===== config.mk =====
export PLATFORM = sky130hd
export DESIGN_NAME = tmds_dc_balance
export DESIGN_NICKNAME = d
export VERILOG_FILES = /design/src/rtl/tmds_dc_balance.sv
export SDC_FILE = /design/constraint.sdc
export NUM_CORES = 1
export LEC_CHECK = 0
export CAP_MARGIN = 10
export CORE_MARGIN = 5
export CORE_UTILIZATION = 30
export CTS_CLUSTER_SIZE = 30
export DETAILED_ROUTE_END_ITERATION = 10
export SLEW_MARGIN = 20
export SYNTH_ARGS = -nofsm -noshare
export SYNTH_HDL_FRONTEND = slang
export SYNTH_SLANG_ARGS = --single-unit

===== constraint.sdc =====
create_clock -name i_clk -period 2.84 [get_ports i_clk]
set_input_delay 0.426 -clock i_clk [delete_from_list [all_inputs] [get_ports i_clk]]
set_output_delay 0.426 -clock i_clk [all_outputs]
set_load 0.02 [all_outputs]

===== src/rtl/tmds_dc_balance.sv =====
// tmds_dc_balance: TMDS stage-2 DC balancing with running disparity and control-token substitution.
// Optional debug port o_disparity is enabled by defining TMDS_DISP_DBG_EN.
module tmds_dc_balance #(
    parameter int CNT_W = 5
) (
    input  logic              i_clk,
    input  logic              i_rst_n,
    input  logic              i_de,
    input  logic [1:0]        i_ctrl,
    input  logic [8:0]        i_qm,
    output logic [9:0]        o_tmds
`ifdef TMDS_DISP_DBG_EN
    ,
    output logic [CNT_W-1:0]  o_disparity
`endif
);
    logic signed [CNT_W-1:0] cnt, cnt_next, n1, diff, two_x, two_nx;
    logic [9:0] sym_next, token;
    logic case_a, case_b;
    always_comb begin
        n1       = CNT_W'($countones(i_qm[7:0]));
        diff     = (n1 <<< 1) - CNT_W'(8);
        two_x    = {{(CNT_W-2){1'b0}}, i_qm[8], 1'b0};
        two_nx   = {{(CNT_W-2){1'b0}}, ~i_qm[8], 1'b0};
        case_a   = (cnt == '0) || (diff == '0);
        // cnt and N1-N0 of the same sign: invert so the symbol pulls the count back toward zero
        case_b   = ((cnt > 0) && (diff > 0)) || ((cnt < 0) && (diff < 0));
        token    = i_ctrl == 2'b00 ? 10'h354 :
                   i_ctrl == 2'b01 ? 10'h0AB :
                   i_ctrl == 2'b10 ? 10'h154 : 10'h2AB;
        sym_next = !i_de  ? token :
                   case_a ? {~i_qm[8], i_qm[8], i_qm[8] ? i_qm[7:0] : ~i_qm[7:0]} :
                   case_b ? {1'b1, i_qm[8], ~i_qm[7:0]} :
                            {1'b0, i_qm[8], i_qm[7:0]};
        cnt_next = !i_de  ? '0 :
                   case_a ? cnt + (i_qm[8] ? diff : -diff) :
                   case_b ? cnt + two_x - diff :
                            cnt - two_nx + diff;
    end
    always_ff @(posedge i_clk or negedge i_rst_n) begin
        if (!i_rst_n) begin
            o_tmds <= 10'h354;
            cnt    <= '0;
        end else begin
            o_tmds <= sym_next;
            cnt    <= cnt_next;
        end
    end
`ifdef TMDS_DISP_DBG_EN
    assign o_disparity = cnt;
`endif
endmodule


==> impl_metrics.csv <==
group,metric,value,unit
status,status,"finished with violations",
status,violations,"setup timing",
cts,clk_latency,250,ps
yosys,synth_xor_area_share,5.57,%
yosys,syn-cell-area,1690,um^2
setup_path,cp_slowest_cell,"fa_2",
layout,drive_above_1_share,39.0,%
yosys,synth_top_family_by_area,"adder cells",
floorplanning,dieHeight,85.0,um
cts,cts_sinks,14,
setup_path,path_max_fanout,2,
timing,min_period,4480,ps
yosys,syn_avg_cell_area,9.47,um^2
yosys,synth-seq-cells,14,
yosys,yosys_warnings,0,
yosys,synth_compound_area_share,22.6,%
layout,nets,292,
setup_path,cp.arrival,4620,ps
floorplanning,die_w,85.0,um
grt,grt_max_degree,18,
yosys,synthMuxAreaShare,1.26,%
timing,worst_pin_slew,675,ps
cts,clock-root-buffer,"clkbuf_8",
route,wl_per_cell,14.3,um
layout,seq_area,357,um^2
cts,htree_levels,1,
cts,cts_buffers,3,
timing,max_freq,0.223,GHz
cts,cts_tree,"built",
floorplanning,die_area,7220,um^2
route,dr.pass1.iters,4,
yosys,ys_async_sr_fraction,100,%
layout,multiInputGateArea,1330,um^2
setup_path,start_kind,"input pin",
yosys,synth_fa_ha_area_share,24.8,%
route,viasPerCell,4.95,
timing,skew,2.00,ps
setup_path,cpMostUsedCell,"fa_1",
floorplanning,row_count,27,
setup_path,critPathRequiredTime,2970,ps
floorplanning,ioPinCount,24,
yosys,syn_inst,178,
timing,rsz0062_at_grt,"yes",
timing,hold_viol,0,
yosys,ys.flop_type,"dfrtp_1",
grt,antenna_found_initial,0,
floorplanning,coreArea,5470,um^2
layout,fill_cells,523,
power_and_ir_drop,total_power,0.00312,W
placement,dp_hpwl,3580,um
placement,post-place-ws,-2260,ps
placement,gp_congestion,0.809,
setup_path,path_cells,"buf_6, fa_1, inv_1, fa_1, fa_1, inv_1, ha_2, fa_2, inv_2, ha_4, mux2_4, ha_4, and3_4, or3_4, o211ai_1, mux2i_1, a2111oi_2",
grt,grt_pass1_wl,7970,um
power_and_ir_drop,worst_ir_drop_vdd,0.438,mV
yosys,synth_cell_type_count,51,
job,cap_viol_max_count,0,
power_and_ir_drop,leakagePower,1.16,nW
yosys,synth-edff-count,0,
timing,fin_crit_sh,158,%
setup_path,end_kind,"flip-flop",
timing,setup_slack,-1640,ps
timing,drv_slew,0,
setup_path,slowest_delay,570,ps
grt,grt.total_usage,13.8,%
route,vias,1589,
cts,clock_tree.buffer_depth,2,
layout,area_delta_synth_final,53.0,%
route,drc_errors,0,
timing,finalSetupViolCount,13,
grt,grt_pass1_vias,1676,
power_and_ir_drop,power_density,1210,nW/um^2
route,drt_iter0_markers,89,
layout,final_common_cell,"buf_4",
grt,gr-total-overflow,0,
layout,final_util,47.1,%
yosys,seq_area_frac_synth,21.2,%
route,wl,4600,um
setup_path,critical_path_class,"in2reg",
layout,mostFrequentLayoutCells,"buf_4, inv_1, clkdlybuf4s50_1, ha_1, dfrtp_1",
yosys,synthSimpleGateAreaFrac,16.0,%
cts,path_clk_slew,60,ps
floorplanning,initial_core_util,30.8,%
timing,max_slew_margin,54.7,%
layout,diodes,0,
placement,port_buffers,23,
route,drtAntennaViolNets,0,
yosys,synth.net_count,220,
min_path,hold_class,"in2reg",
[path summary, 6_finish.rpt]
kind,from,to,slack [ps],cells after the start
max in group asynchronous,i_rst_n,cnt[2]$_DFF_PN0_,1850,1
hold / removal,i_qm[3],o_tmds[3]$_DFF_PN0_,550,4
setup / recovery,i_qm[3],cnt[4]$_DFF_PN0_,-1640,17
setup reg to reg,cnt[1]$_DFF_PN0_,cnt[4]$_DFF_PN0_,600,9
min in group asynchronous,i_rst_n,o_tmds[0]$_DFF_PN0_,580,1
hold reg to reg,cnt[1]$_DFF_PN0_,cnt[1]$_DFF_PN0_,920,3
[cells by family after synthesis]
group / count (synthesis)
compound gates: 48
fa+ha+maj: 28
buf+inv: 35
flops: 14
xor+xnor: 9
mux: 2
simple gates: 42
[cell type report]
type | instances | share of cell area (%)
multi-input cells | 129 | 51.6
repair buffers | 72 | 24.4
flip-flops and latches | 14 | 13.8
inverters | 30 | 4.56
well taps | 72 | 3.49
clock buffers | 4 | 2.13
[power by group]
| part | switching, W | internal, W | total, W |
|---|---|---|---|
| clock network | 0.0000714 | 0.000123 | 0.000194 |
| logic | 0.00120 | 0.00137 | 0.00257 |
| registers | 0.0000597 | 0.000297 | 0.000357 |
| total | 0.00133 | 0.00179 | 0.00312 |
[state kept, by name, indices dropped and copies added (netlist names)]
name	count
o_tmds	10
cnt	4
[worst max-delay path, delay by kind of cell]
family	cells	cell delay (ps)
fa+ha+maj	7	2700
simple gates	2	510
mux	2	420
compound gates	2	320
buf+inv	4	250
[synth_stat cells (4+ instances only)]
cell type | instances | area (um^2)
inv_1 | 30 | 113
ha_1 | 19 | 238
dfrtp_1 | 9 | 225
fa_1 | 9 | 180
o21ai_0 | 8 | 40.0
a31oi_1 | 7 | 43.8
nand3_1 | 6 | 30.0
a21o_1 | 5 | 37.5
dfstp_2 | 5 | 131
o2111ai_1 | 5 | 43.8
or4_1 | 5 | 37.5
nor2_1 | 4 | 15.0
nor3_1 | 4 | 20.0
or3_1 | 4 | 25.0
xnor2_1 | 4 | 35.0
xor2_1 | 4 | 35.0
[repair_timing]
item | 4_1_cts | 5_1_grt
gates cloned | 0 | 0
endpoints found under the hold margin | 0 | 0
endpoints found under the setup margin | 13 | 13
setup buffers | 5 | 1
pin swaps | 18 | 9
resized for setup | 34 | 9
hold buffers | 0 | 0
[routing by layer]
metal / global-route usage (%) / wire length [um]
met5: 0 / 0
met4: 3.31 / 43
met3: 2.33 / 184
met2: 26.1 / 2490
met1: 15.9 / 1880
[through the flow]
step           hold slack [ps]  instance area (um^2)  setup TNS (ps)  cells
3_3_place_gp               840                  2360          -26580    312
2_1_floorplan              130                  1730          -18820    178
6_report                   555                  2580          -16260    321
5_1_grt                    557                  2580          -18100    321
3_5_place_dp               824                  2360          -26670    312
4_1_cts                    554                  2550          -16330    320
(Power assumes the default switching activity.)
